[config.mk]
export PLATFORM = sky130hd
export DESIGN_NAME = rs_alu_issue_ctrl
export DESIGN_NICKNAME = d
export VERILOG_FILES = /design/src/rtl/rs_alu_issue_ctrl_pkg.sv /design/src/rtl/rs_alu_issue_ctrl_age_select.sv /design/src/rtl/rs_alu_issue_ctrl.sv
export SDC_FILE = /design/constraint.sdc
export NUM_CORES = 1
export LEC_CHECK = 0
export BUFFER_PORTS_ARGS = -buffer_cell sky130_fd_sc_hd__buf_2
export CORE_MARGIN = 4
export CORE_UTILIZATION = 55
export CTS_CLUSTER_DIAMETER = 200
export DETAILED_ROUTE_END_ITERATION = 6
export PLACE_DENSITY = 0.81
export RECOVER_POWER = 100
export SETUP_SLACK_MARGIN = 0.05
export SYNTH_ARGS = -nofsm -noshare
export SYNTH_HDL_FRONTEND = slang
export SYNTH_SLANG_ARGS = --single-unit
[constraint.sdc]
create_clock -name clk -period 38 [get_ports clk]
set_input_delay 9.5 -clock clk [delete_from_list [all_inputs] [get_ports clk]]
set_output_delay 9.5 -clock clk [all_outputs]
set_load 0.01 [all_outputs]
[src/rtl/rs_alu_issue_ctrl_pkg.sv]
// Shared sizing, FU encoding and entry layout for the ALU reservation station.
package rs_alu_issue_ctrl_pkg;

    localparam int unsigned RS_ENTRIES = 8;
    localparam int unsigned RS_IDX_W   = 3;
    localparam int unsigned RS_AGE_W   = 6;
    localparam int unsigned TAG_W      = 5;

    localparam logic FU_ALU0 = 1'b0;
    localparam logic FU_ALU1 = 1'b1;

    typedef logic [RS_AGE_W-1:0] age_t;
    typedef logic [TAG_W-1:0]    tag_t;

    typedef struct packed {
        logic fu;
        tag_t src1;
        logic src1_rdy;
        tag_t src2;
        logic src2_rdy;
        tag_t dest;
        logic dstval;
    } entry_t;

    // True when any of the three wakeup broadcasts carries this tag.
    function automatic logic tag_hit(input tag_t tag,
                                     input logic v0, input tag_t t0,
                                     input logic v1, input tag_t t1,
                                     input logic v2, input tag_t t2);
        return (v0 && t0 == tag) || (v1 && t1 == tag) || (v2 && t2 == tag);
    endfunction

    function automatic age_t age_sat_inc(input age_t age);
        return (age == '1) ? age : age + age_t'(1);
    endfunction

endpackage

[src/rtl/rs_alu_issue_ctrl_age_select.sv]
// Oldest-ready picker for one ALU port: maximum age wins, ties go to the lowest index.
module rs_alu_issue_ctrl_age_select
    import rs_alu_issue_ctrl_pkg::*;
#(
    parameter int unsigned Entries = RS_ENTRIES,
    parameter int unsigned IdxW    = RS_IDX_W
) (
    input  logic [Entries-1:0]             cand_i,
    input  logic [Entries-1:0][RS_AGE_W-1:0] age_i,
    output logic                           valid_o,
    output logic [IdxW-1:0]                idx_o
);

    age_t best_age;

    // Strict '>' keeps the earlier (lower) index on equal ages.
    always_comb begin
        valid_o  = 1'b0;
        idx_o    = '0;
        best_age = '0;
        for (int i = 0; i < int'(Entries); i++) begin
            if (cand_i[i] && (!valid_o || age_i[i] > best_age)) begin
                valid_o  = 1'b1;
                idx_o    = IdxW'(i);
                best_age = age_i[i];
            end
        end
    end

endmodule

[src/rtl/rs_alu_issue_ctrl.sv]
// 8-entry ALU reservation station controller: allocate, wakeup CAM, dual-port
// oldest-ready select, tag broadcast and occupancy tracking.
module rs_alu_issue_ctrl
    import rs_alu_issue_ctrl_pkg::*;
(
    input  logic                clk,
    input  logic                rst_n,
    input  logic                flush,
    input  logic                disp_valid,
    output logic                disp_ready,
    input  logic                disp_fu,
    input  logic [TAG_W-1:0]    disp_src1,
    input  logic                disp_src1_rdy,
    input  logic [TAG_W-1:0]    disp_src2,
    input  logic                disp_src2_rdy,
    input  logic [TAG_W-1:0]    disp_dest,
    input  logic                disp_dstval,
    output logic [RS_IDX_W-1:0] disp_idx,
    input  logic                ext_wk_valid,
    input  logic [TAG_W-1:0]    ext_wk_tag,
    input  logic                iss0_ready,
    output logic                iss0_valid,
    output logic [RS_IDX_W-1:0] iss0_idx,
    input  logic                iss1_ready,
    output logic                iss1_valid,
    output logic [RS_IDX_W-1:0] iss1_idx,
    output logic                wk0_valid,
    output logic [TAG_W-1:0]    wk0_tag,
    output logic                wk1_valid,
    output logic [TAG_W-1:0]    wk1_tag,
    output logic [RS_IDX_W:0]   occupancy
);

    logic [RS_ENTRIES-1:0] valid_q, valid_d;
    entry_t                ent_q [RS_ENTRIES];
    entry_t                ent_d [RS_ENTRIES];
    age_t                  age_q [RS_ENTRIES];
    age_t                  age_d [RS_ENTRIES];
    logic [RS_IDX_W:0]     occ_q, occ_d;

    logic [RS_ENTRIES-1:0]               cand0, cand1;
    logic [RS_ENTRIES-1:0][RS_AGE_W-1:0] age_vec;
    logic                                sel0_any, sel1_any;
    logic [RS_IDX_W-1:0]                 sel0_idx, sel1_idx;
    logic                                disp_accept;

    always_comb begin
        disp_ready = ~&valid_q;
        disp_idx   = '0;
        for (int i = RS_ENTRIES - 1; i >= 0; i--) begin
            if (!valid_q[i]) disp_idx = RS_IDX_W'(i);
        end
    end

    always_comb begin
        for (int i = 0; i < RS_ENTRIES; i++) begin
            cand0[i]   = valid_q[i] & ent_q[i].src1_rdy & ent_q[i].src2_rdy &
                         (ent_q[i].fu == FU_ALU0);
            cand1[i]   = valid_q[i] & ent_q[i].src1_rdy & ent_q[i].src2_rdy &
                         (ent_q[i].fu == FU_ALU1);
            age_vec[i] = age_q[i];
        end
    end

    rs_alu_issue_ctrl_age_select #(
        .Entries (RS_ENTRIES),
        .IdxW    (RS_IDX_W)
    ) u_sel0 (
        .cand_i  (cand0),
        .age_i   (age_vec),
        .valid_o (sel0_any),
        .idx_o   (sel0_idx)
    );

    rs_alu_issue_ctrl_age_select #(
        .Entries (RS_ENTRIES),
        .IdxW    (RS_IDX_W)
    ) u_sel1 (
        .cand_i  (cand1),
        .age_i   (age_vec),
        .valid_o (sel1_any),
        .idx_o   (sel1_idx)
    );

    always_comb begin
        iss0_valid = sel0_any & iss0_ready & ~flush;
        iss1_valid = sel1_any & iss1_ready & ~flush;
        iss0_idx   = iss0_valid ? sel0_idx : '0;
        iss1_idx   = iss1_valid ? sel1_idx : '0;
        wk0_valid  = iss0_valid & ent_q[sel0_idx].dstval;
        wk1_valid  = iss1_valid & ent_q[sel1_idx].dstval;
        wk0_tag    = wk0_valid ? ent_q[sel0_idx].dest : '0;
        wk1_tag    = wk1_valid ? ent_q[sel1_idx].dest : '0;
        occupancy  = occ_q;
    end

    assign disp_accept = disp_valid & disp_ready & ~flush;

    always_comb begin
        valid_d = valid_q;
        for (int i = 0; i < RS_ENTRIES; i++) begin
            ent_d[i] = ent_q[i];
            age_d[i] = age_q[i];
            if (valid_q[i]) begin
                if (tag_hit(ent_q[i].src1, wk0_valid, wk0_tag, wk1_valid, wk1_tag,
                            ext_wk_valid, ext_wk_tag)) ent_d[i].src1_rdy = 1'b1;
                if (tag_hit(ent_q[i].src2, wk0_valid, wk0_tag, wk1_valid, wk1_tag,
                            ext_wk_valid, ext_wk_tag)) ent_d[i].src2_rdy = 1'b1;
                age_d[i] = age_sat_inc(age_q[i]);
            end
        end
        if (iss0_valid) valid_d[sel0_idx] = 1'b0;
        if (iss1_valid) valid_d[sel1_idx] = 1'b0;
        // Sources produced by a same-cycle grant or external wakeup arrive already ready.
        if (disp_accept) begin
            valid_d[disp_idx] = 1'b1;
            age_d[disp_idx]   = '0;
            ent_d[disp_idx]   = '{
                fu:       disp_fu,
                src1:     disp_src1,
                src1_rdy: disp_src1_rdy | tag_hit(disp_src1, wk0_valid, wk0_tag, wk1_valid,
                                                  wk1_tag, ext_wk_valid, ext_wk_tag),
                src2:     disp_src2,
                src2_rdy: disp_src2_rdy | tag_hit(disp_src2, wk0_valid, wk0_tag, wk1_valid,
                                                  wk1_tag, ext_wk_valid, ext_wk_tag),
                dest:     disp_dest,
                dstval:   disp_dstval
            };
        end
        if (flush) valid_d = '0;
    end

    always_comb begin
        occ_d = occ_q + {{RS_IDX_W{1'b0}}, disp_accept}
                      - {{RS_IDX_W{1'b0}}, iss0_valid}
                      - {{RS_IDX_W{1'b0}}, iss1_valid};
        if (flush) occ_d = '0;
    end

    always_ff @(posedge clk or negedge rst_n) begin
        if (!rst_n) begin
            valid_q <= '0;
            occ_q   <= '0;
            for (int i = 0; i < RS_ENTRIES; i++) begin
                ent_q[i] <= '0;
                age_q[i] <= '0;
            end
        end else begin
            valid_q <= valid_d;
            occ_q   <= occ_d;
            for (int i = 0; i < RS_ENTRIES; i++) begin
                ent_q[i] <= ent_d[i];
                age_q[i] <= age_d[i];
            end
        end
    end

endmodule
==> metrics.md, run 1 <==
| Metric | Value |
|---|---|
| Status | finished with violations |
| Failing checks | max-capacitance violations, max-slew violations |
| Sw frac | just over 30% |
| Worst Hold Class | flip-flop to flip-flop |
| Routability Congestion | around 0.98 |
| Vias in the first global route | approximately 15000 |
| Crit Path Max Fanout | 18 |
| Synth Cell Area | 17000 um^2 |
| Psw | 0.202 mW |
| Total track usage | between 30% and 40% |
| First-pass GRT wire length | 85000 um |
| CTS Root Cell | clkbuf_16 |
| Clk buf depth | 3 |
| Slowest stage delay, CP | approximately 1.7 ns |
| Worst-Skew Late Latency | approximately 0.58 ns |
| PortBufs | 58 |
| Startpoint Class | flip-flop |
| Iteration-0 DRC Markers | 1664 |
| Total nets after synthesis | 2050 |
| Dpl cell area | 17500 um^2 |
| Post-synth EDFFs | 0 |
| Clk sink count | approximately 210 |
| IO Pins | 59 |
| Peak VDD IR | roughly 44 uV |
| Die Y | approximately 180 um |
| Netlist cell types | around 110 |
| CP top delay family | compound AO/OA/AOI/OAI gates |
| Drc violations | 0 |
| Async S/R FF share, synth | 100% |
| Largest net degree at the start of global routing | about 140 |
| Worst Setup Path Type | flip-flop to output pin |
| Final Hold Vio Count | 0 |
| Comb power frac | 19.7% |
| Largest area contributor in the synthesized netlist | dfrtp_1 |
| Post-synthesis sequential area ratio | between 30 and 40% |
| Avg Inst Size Synth | 8.83 um^2 |
| Post-CTS Setup Bufs | 0 |
| Power Total | between 0.6 and 0.7 mW |
| Starting Density | 55.6% |
| Setup Skew | between 0.01 and 0.015 ns |
| Worst path bufs/invs | 7 |
| Ys flop type | dfrtp_1 |
| CTS buffer count | 26 |
| Pwr Density | 35.8 nW/um^2 |
| Slew @ Worst Pin | 7.39 ns |
| Clk slew on worst S/H paths | 0.06 ns |
| FP Rows | 64 |
| Final hold slack | 0.522 ns |
| Vias per inst | approximately 6.5 |
| Design area | 18100 um^2 |
| Total wire length | 54600 um |
| Die Width | ~180 um |
| Seq cells post-synth | 212 |
| Ranking of synthesized cells by area | dfrtp_1, xor2_1, xnor2_1, ha_1, nand2_1 |
| Final layout net count | slightly above 2000 |
| Setup violations, final | 0 |
| DR vias | 15159 |
| CTS tree | done |
| Drt first pass iters | 6 |
| Final worst path period need | a little over 30 ns |
| Die ar. | 33700 um^2 |
| Critical Path RT | 28.50 ns |
| DR WL/cell | approximately 23 um |
| Final Max Slew Viols | 351 |
| DP Wirelength | 38200 um |
| Clock power share | 38.8% |
| CTS HTree Levels | 1 |
| Crit-path slowest cell | o2111ai_1 |
| Setup WS post-layout | 7.45 ns |
| Initial antenna violation count | 1 |
| Share of the synthesized area in the top cell type | 31.3% |
| CP arrival | around 21 ns |
| Hold buffer count at cts | 0 |
| Register share of total power | around two fifths |
| Internal power component | between 0.4 and 0.5 mW |
| CORE AREA | slightly above 30000 um^2 |
| Cts repair resizes | 0 |
| Max-Cap Viols | 9 |
| Unrepaired setup endpoints after global routing | false |
| Max-slew headroom | -393% |
| GRT overflow | 0 |
| P_leak | 8.31 nW |
| Final Cycle Share | 80.4% |
| Share of cells above drive strength 1 | around 11% |
| CP endpoint kind | output pin |
| Layout area overhead | 6.70% |
| Gate Count Post-Synth | 1922 |
| Total negative setup slack | 0 ns |
| Yosys warning count | 0 |
| Dpl ws | around 13 ns |
| Peak Freq | 32.7 MHz |
| Post-route ant nets | 0 |
==> cell type report <==
| class | instances | area (um^2) |
|---|---|---|
| fill | 2656 | 12400 |
| multi-input combinational | 1528 | 10800 |
| sequential | 212 | 5310 |
| clock buffer | 36 | 768 |
| tap | 396 | 495 |
| timing repair buffer | 79 | 378 |
| inverter | 80 | 300 |
| clock inverter | 8 | 97.6 |
| antenna | 1 | 2.50 |
==> cells in the final DEF (no fill, tap or decap), types with 8 or more instances in the layout <==
master,n
nor3_1,40
mux2i_1,37
o21a_1,9
o21ai_0,76
o22ai_1,14
clkbuf_16,26
a31oi_1,26
a211oi_1,11
nor2b_1,20
nor2_1,106
nand2_1,298
xor2_1,157
a311oi_1,8
a21oi_1,73
nor4_1,35
dfrtp_1,212
ha_1,95
clkbuf_8,8
and4_1,11
o211ai_1,13
mux2_2,84
o41ai_1,9
nand3_1,69
buf_2,44
nand4_1,34
xnor2_1,136
clkbuf_1,30
a21o_1,10
inv_1,79
==> per-stage QoR <==
stage | std cells | utilization, %
3_3_place_gp | 2295 | 57.3
5_1_grt | 2340 | 59.3
6_report | 2340 | 59.3
3_5_place_dp | 2295 | 57.3
4_1_cts | 2339 | 60.1
2_1_floorplan | 1922 | -
==> worst reg2reg max path, delay by kind of cell, from the launching register on <==
family                     cells  cell delay (ns)
xor gates and xnor gates       1             0.17
buffers and inverters          5             1.24
AOI/OAI and AO/OA             29            12.74
and+or+nand+nor               13             3.27
muxes                          4             1.39
adders and majority gates      7             2.19
DFF                            1             0.58
==> cells by family (layout without fill, tap and decap cells) <==
| family | after synthesis | after routing | share of synthesized area, % |
|---|---|---|---|
| AO/OA/AOI/OAI | 348 | 348 | 15.0 |
| XOR/XNOR | 293 | 293 | 15.1 |
| adder cells (fa/ha/maj) | 97 | 97 | 7.24 |
| buffers and inverters | 182 | 203 | 4.65 |
| flip-flops | 212 | 212 | 31.3 |
| multiplexers | 124 | 124 | 7.96 |
| other | 0 | 1 | 0 |
| AND/OR/NAND/NOR | 666 | 666 | 18.8 |
==> synth_stat cells (6+ instances only) <==
master,number
a211oi_1,12
a21o_1,10
a21oi_1,72
a311oi_1,8
a31oi_1,25
and2_1,12
and4_1,11
buf_2,20
buf_4,8
clkbuf_1,62
dfrtp_1,212
ha_1,95
inv_1,78
mux2_2,86
mux2i_1,37
nand2_1,295
nand3_1,69
nand4_1,34
nor2_1,105
nor2b_1,20
nor3_1,40
nor4_1,34
o211ai_1,13
o21a_1,9
o21ai_0,71
o21ai_1,7
o22ai_1,12
o31ai_1,6
o41ai_1,8
xnor2_1,136
xor2_1,157
==> power groups by stage <==
stage / Sequential (mW) / Clock [mW] / Combinational [mW]
6_report: 0.269 / 0.251 / 0.128
5_1_grt: 0.271 / 0.265 / 0.140
4_1_cts: 0.268 / 0.255 / 0.127
3_5_place_dp: 0.272 / 0 / 0.127
3_3_place_gp: 0.272 / 0 / 0.122
2_1_floorplan: 0.264 / 0 / 0.0966
==> path summary, 6_finish.rpt <==
check,from,cells past startpoint,to,slack [ns]
worst min-delay path,ent_q[56],2,ent_q[56],0.52
worst min register to register,ent_q[56],2,ent_q[56],0.52
min in group asynchronous,rst_n,1,age_q[25],11.74
worst max register to register,valid_q[0],59,ent_q[107],16.18
worst max-delay path,valid_q[0],58,wk0_tag[2],7.45
max in group asynchronous,rst_n,2,ent_q[149],19.85
==> layer usage <==
layer  GRT usage, %  up-vias  wire length, um
met3           5.20      214             4960
met2           51.8      851            24900
met5              0        -                0
met1           41.7     7322            21900
li1               -     6772                -
met4           14.3        0             2900
==> flip-flops by register name, indices dropped and copies added (netlist names) <==
| register | count |
|---|---|
| age_q | 48 |
| valid_q | 8 |
| occupancy | 4 |
| ent_q | 152 |
Note: power is estimated with default switching activity, not from simulation.
==> inputs of run 2 (changes only) <==
- ABC_AREA: unset -> 1
- clock period: 38 -> 30.6 ns (I/O delays scaled with it)
==> metrics.md, run 2 <==
| Metric | Value |
|---|---|
| GRT overflow | 0 |
| CP arrival | 17.46 ns |
| DP Wirelength | 39900 um |
| CTS Root Cell | clkbuf_16 |
| Commonest cells after routing, fill and taps aside | nand2_1, o21ai_0, inv_1, nand3_1, nor2_1 |
| Routability Congestion | 0.996 |
| Yosys warning count | 0 |
| Die Y | about 190 um |
| Sw frac | 32.5% |
| WL met1 | about 23000 um |
| Pwr Density | about 48 nW/um^2 |
| R2R Path Start | valid_q[0] |
| Setup violations, final | 0 |
| CORE AREA | around 31000 um^2 |
| Drc violations | 1 |
| FP Rows | 65 |
| Worst-Skew Late Latency | 0.56 ns |
| Most flops, register | ent_q |
| Iteration-0 DRC Markers | 2437 |
| Unrepaired setup endpoints after global routing | false |
| Clk sink count | 212 |
| Register share of total power | between 30% and 40% |
| IO Pins | 59 |
| Cts repair resizes | 0 |
| Vias in the first global route | 17971 |
| Final worst path period need | 25.11 ns |
| Clock power share | around 42% |
| Clk slew on worst S/H paths | roughly 0.060 ns |
| Total wire length | between 50000 and 60000 um |
| Status | finished with violations |
| Initial antenna violation count | 1 |
| Internal power component | between 0.6 and 0.7 mW |
| Top post-synthesis cells by count | nand2_1, o21ai_0, inv_1 |
| Setup Skew | 0.0129 ns |
| Final Hold Vio Count | 0 |
| Share of the synthesized area in the top cell type | 30.3% |
| Psw | roughly 0.29 mW |
| Uppermost layer routed | met5 |
| PortBufs | 58 |
| Worst Setup Path Type | flip-flop to output pin |
| Peak VDD IR | 49.9 uV |
| Max-slew headroom | -282% |
| Die Width | 186 um |
| Crit Path Max Fanout | 73 |
| Starting Density | 55.6% |
| CTS buffer count | 26 |
| Vias per inst | 6.18 |
| Gate Count Post-Synth | about 2700 |
| Max reg flops | 152 |
| Hold Startpoint | ent_q[24] |
| Post-Synth Adder-Cell Area | 7.02% |
| Ys flop type | dfrtp_1 |
| Post-synth EDFFs | 0 |
| Clk buf depth | 3 |
| Commonest non-fill, non-tap cell in the layout | nand2_1 |
| Total track usage | between 30% and 40% |
| Final hold slack | approximately 0.52 ns |
| Worst Hold Class | flip-flop to flip-flop |
| Hold buffer count at cts | 0 |
| DR vias | about 19000 |
| Netlist cell types | 49 |
| Post-CTS Setup Bufs | 0 |
| Largest registers | ent_q (152), age_q (48), valid_q (8) |
| Largest net degree at the start of global routing | 103 |
| Share of cells above drive strength 1 | a little over 6% |
| Synth Cell Area | about 18000 um^2 |
| CP endpoint kind | output pin |
| N_diodes | 0 |
| Largest area contributor in the synthesized netlist | dfrtp_1 |
| Simple-gate area share of the yosys netlist | 34.0% |
| Comb power frac | 21.3% |
| DR WL/cell | 19.5 um |
| Layout area overhead | 6.77% |
| Most common cell in the netlist | nand2_1 |
| Async S/R FF share, synth | 100% |
| Final Cycle Share | 82.0% |
| Post-synthesis sequential area ratio | between 30 and 40% |
| Crit-path most repeated cell | nand2_1 |
| P_leak | approximately 9.5 nW |
| Slowest stage delay, CP | 2.59 ns |
| Mux share of post-synthesis cell area | 0.0572% |
| Setup crit start | valid_q[0] |
| DR WL met3 | 7910 um |
| CTS tree | done |
| Met2 wire length | around 25000 um |
| Peak Freq | 39.8 MHz |
| Crit-path slowest cell | clkbuf_1 |
| Avg Inst Size Synth | 6.58 um^2 |
| Total negative setup slack | 0 ns |
| Synth Area in Compound Gates | 16.1% |
| Post-Synth XOR/XNOR Area | 2.65% |
| Largest family of logic cells by synthesized area | simple AND/OR/NAND/NOR gates |
| Seq cells post-synth | about 210 |
| Slew @ Worst Pin | about 5.7 ns |
| Post-route ant nets | 0 |
| Ranking of synthesized cells by area | dfrtp_1, nand2_1, o21ai_0, nand3_1, ha_1 |
| Failing checks | design-rule violations, max-capacitance violations, max-slew violations |
| FILL cells | 2866 |
| Max-Cap Viols | 11 |
| Die ar. | 34800 um^2 |
| Final layout net count | 2771 |
| Drt first pass iters | 7 |
| CTS HTree Levels | 1 |
| Startpoint Class | flip-flop |
| First-pass GRT wire length | about 95000 um |
| Total nets after synthesis | around 2800 |
| Critical Path RT | 22.95 ns |
| Final Max Slew Viols | 518 |
[run 2: logic make-up (layout without fill, tap and decap cells)]
family | Yosys count | in the layout
xor gates and xnor gates | 53 | 53
DFF | 212 | 212
adders and majority gates | 97 | 97
AOI/OAI and AO/OA | 517 | 517
buffers and inverters | 404 | 406
and+or+nand+nor | 1377 | 1377
muxes | 1 | 1
[run 2: worst max-delay path: cells and delay by family (launching register included)]
family                   cells  cell delay, ns
AND/OR/NAND/NOR             40            7.01
buffers and inverters        9            3.80
AO/OA/AOI/OAI               20            3.15
adder cells (fa/ha/maj)      7            2.28
flip-flops                   1            0.55
[run 2: area by class of cell]
class	count	area, um^2	share of cell area, %
clock buffers	32	744	3.98
multi-input cells	2045	10400	55.7
repair buffers	77	362	1.93
clock inverters	16	314	1.68
flip-flops and latches	212	5310	28.4
well taps	402	503	2.69
inverters	281	1060	5.65
[run 2: per-stage QoR]
stage               cells  setup slack (ns)  utilization (%)  power (mW)  area (um^2)
finish               3065              5.49             59.4       0.902        18700
global route         3065              4.13             59.4       0.941        18700
CTS                  3065              9.65             60.0       0.897        18900
detailed placement   3017             10.33             56.6       0.517        17800
global placement     3017             10.79             56.6       0.510        17800
floorplan            2661             12.80                -       0.459        17500
[run 2: path summary, 6_finish.rpt]
kind	endpoint	slack [ns]	cells past startpoint
max	wk0_tag[1]	5.49	76
min	ent_q[24]	0.52	2
max reg2reg	ent_q[88]	12.86	80
min reg2reg	ent_q[24]	0.52	2
max in group asynchronous	ent_q[33]	14.25	3
min in group asynchronous	age_q[25]	9.15	1
[run 2: routing by layer]
| metal | GRT usage (%) | up-vias |
|---|---|---|
| li1 | - | 8685 |
| met1 | 44.7 | 8669 |
| met2 | 50.2 | 1303 |
| met4 | 16.6 | 2 |
| met5 | 0 | - |
| met3 | 7.43 | 290 |
[run 2: power by group through the flow]
stage	Combinational [mW]	Clock [mW]	Sequential [mW]
after CTS	0.186	0.384	0.327
after detailed placement	0.185	0	0.332
after floorplan	0.136	0	0.324
final	0.192	0.382	0.328
after global placement	0.179	0	0.331
after global routing	0.213	0.396	0.331
==> inputs of run 3 (changes only) <==
- clock period: 30.6 -> 23.3 ns (I/O delays scaled with it)
==> metrics.md, run 3 (synthesis gave the netlist of run 2 again) <==
| Metric | Value |
|---|---|
| Clk sink count | 212 |
| Startpoint Class | flip-flop |
| Worst Hold Class | flip-flop to flip-flop |
| Vias per inst | a little over 6 |
| Setup Skew | 0.0118 ns |
| Met2 Use GR | 51.3% |
| Largest registers | ent_q (152), age_q (48), valid_q (8) |
| Worst-Skew Late Latency | 0.55 ns |
| Hold Startpoint | ent_q[23] |
| CP arrival | 14.79 ns |
| Worst hold path cell count | 2 |
| CP endpoint kind | output pin |
| Clk slew on worst S/H paths | 0.07 ns |
| N_diodes | 0 |
| Final layout net count | 2771 |
| Post-CTS Setup Bufs | 0 |
| Reg-to-Reg End | ent_q[101] |
| Routability Congestion | 1.02 |
| Failing checks | design-rule violations, max-capacitance violations, max-slew violations |
| Met1 usage | 43.8% |
| CTS tree | done |
| Critical Path RT | 17.48 ns |
| Final Max Slew Viols | roughly 470 |
| CTS HTree Levels | 1 |
| First-pass GRT wire length | 95300 um |
| Most flops, register | ent_q |
| GRT overflow | 0 |
| Die Width | between 150 and 200 um |
| CTS buffer count | 26 |
| GRT Max-Usage Layer | met2 |
| Die ar. | about 35000 um^2 |
| Peak Freq | 48.5 MHz |
| Max-Cap Viols | 11 |
| Peak VDD IR | 57.2 uV |
| Max reg flops | about 150 |
| Largest net degree at the start of global routing | around 100 |
| Cts repair resizes | 0 |
| Status | finished with violations |
| Slowest stage delay, CP | 0.69 ns |
| Vias in the first global route | 18034 |
| Drt first pass iters | 7 |
| CTS Root Cell | clkbuf_16 |
| IO Pins | between 50 and 60 |
| Starting Density | 55.6% |
| Initial antenna violation count | 0 |
| Slew @ Worst Pin | 5.93 ns |
| Pwr Density | between 60 and 70 nW/um^2 |
| Share of cells above drive strength 1 | 6.27% |
| Design area | 18600 um^2 |
| Final hold slack | between 0.5 and 0.6 ns |
| Total negative setup slack | 0 ns |
| FF-to-FF setup slack | 8.24 ns |
| Clk buf depth | 3 |
| Crit-path slowest cell | nand2_1 |
| DR WL/cell | 19.5 um |
| Met3 usage | 7.48% |
| Max-slew headroom | -296% |
| Dpl cell area | 17800 um^2 |
| PortBufs | 58 |
| Final Hold Vio Count | 0 |
| DP Wirelength | between 40000 and 50000 um |
| Setup WS post-layout | 2.68 ns |
| Dpl ws | 4.65 ns |
| Worst Reg-to-Reg Cells | 82 |
| Post-route ant nets | 0 |
| Final Cycle Share | 88.5% |
| Hold buffer count at cts | 0 |
| Commonest non-fill, non-tap cell in the layout | nand2_1 |
| Die Y | 186 um |
| P_leak | 9.47 nW |
| Total track usage | around 33% |
| FP Rows | 65 |
| R2R Path Start | valid_q[0] |
| Layout area overhead | 6.45% |
| CORE AREA | between 30000 and 40000 um^2 |
| Commonest cells after routing, fill and taps aside | nand2_1, o21ai_0, inv_1, nand3_1, nor2_1 |
| Setup violations, final | 0 |
| Layout Utilization | between 50% and 60% |
| Iteration-0 DRC Markers | 2336 |
| FILL cells | 2855 |
| Total wire length | approximately 60000 um |
| Crit-path most repeated cell | nand2_1 |
| Drc violations | 4 |
| Unrepaired setup endpoints after global routing | false |
| DR vias | ~19000 |
| Final worst path period need | between 20 and 25 ns |
| Crit Path Max Fanout | 52 |
| WHS Endpoint | ent_q[23] |
| Worst Setup Path Type | flip-flop to output pin |
## run 3: where the power goes
group          leakage (nW)  internal [mW]  switching, mW  total [mW]
Combinational          6.51         0.0785          0.172       0.250
Clock                 0.475          0.285          0.177       0.462
Sequential             2.48          0.396         0.0349       0.431
Total                  9.47          0.760          0.383        1.14
## run 3: worst max path at each step
stage	start	end
6_report	valid_q[0]	wk0_tag[0]
5_1_grt	valid_q[0]	wk0_tag[0]
4_1_cts	valid_q[0]	wk0_tag[0]
3_5_place_dp	valid_q[0]	wk0_tag[0]
3_3_place_gp	valid_q[0]	wk0_tag[0]
2_1_floorplan	valid_q[0]	wk0_tag[0]
## run 3: layout make-up
| cell class | count | area [um^2] | area share [%] |
|---|---|---|---|
| Clock buffer | 33 | 758 | 4.07 |
| Clock inverter | 15 | 215 | 1.15 |
| Inverter | 281 | 1060 | 5.67 |
| Multi-Input combinational cell | 2045 | 10400 | 56.0 |
| Sequential cell | 212 | 5310 | 28.5 |
| Tap cell | 402 | 503 | 2.70 |
| Timing Repair Buffer | 77 | 365 | 1.96 |
## run 3: stage by stage
stage,instances,power [mW]
after floorplan,2661,0.603
after global placement,3017,0.670
after detailed placement,3017,0.678
after CTS,3065,1.14
after global routing,3065,1.19
final,3065,1.14
## run 3: routing by layer
metal / up-vias / part of all wire [%]
li1: 8688 / -
met4: 0 / 6.6
met5: - / 0
met2: 1306 / 42
met3: 335 / 13
met1: 8559 / 38
## run 3: critical path: cells and delay by family (launching register included)
family                   cells  cell delay, ns
buffers and inverters        8            1.78
AND/OR/NAND/NOR             43            6.50
AO/OA/AOI/OAI               20            3.04
adder cells (fa/ha/maj)      7            2.35
flip-flops                   1            0.50
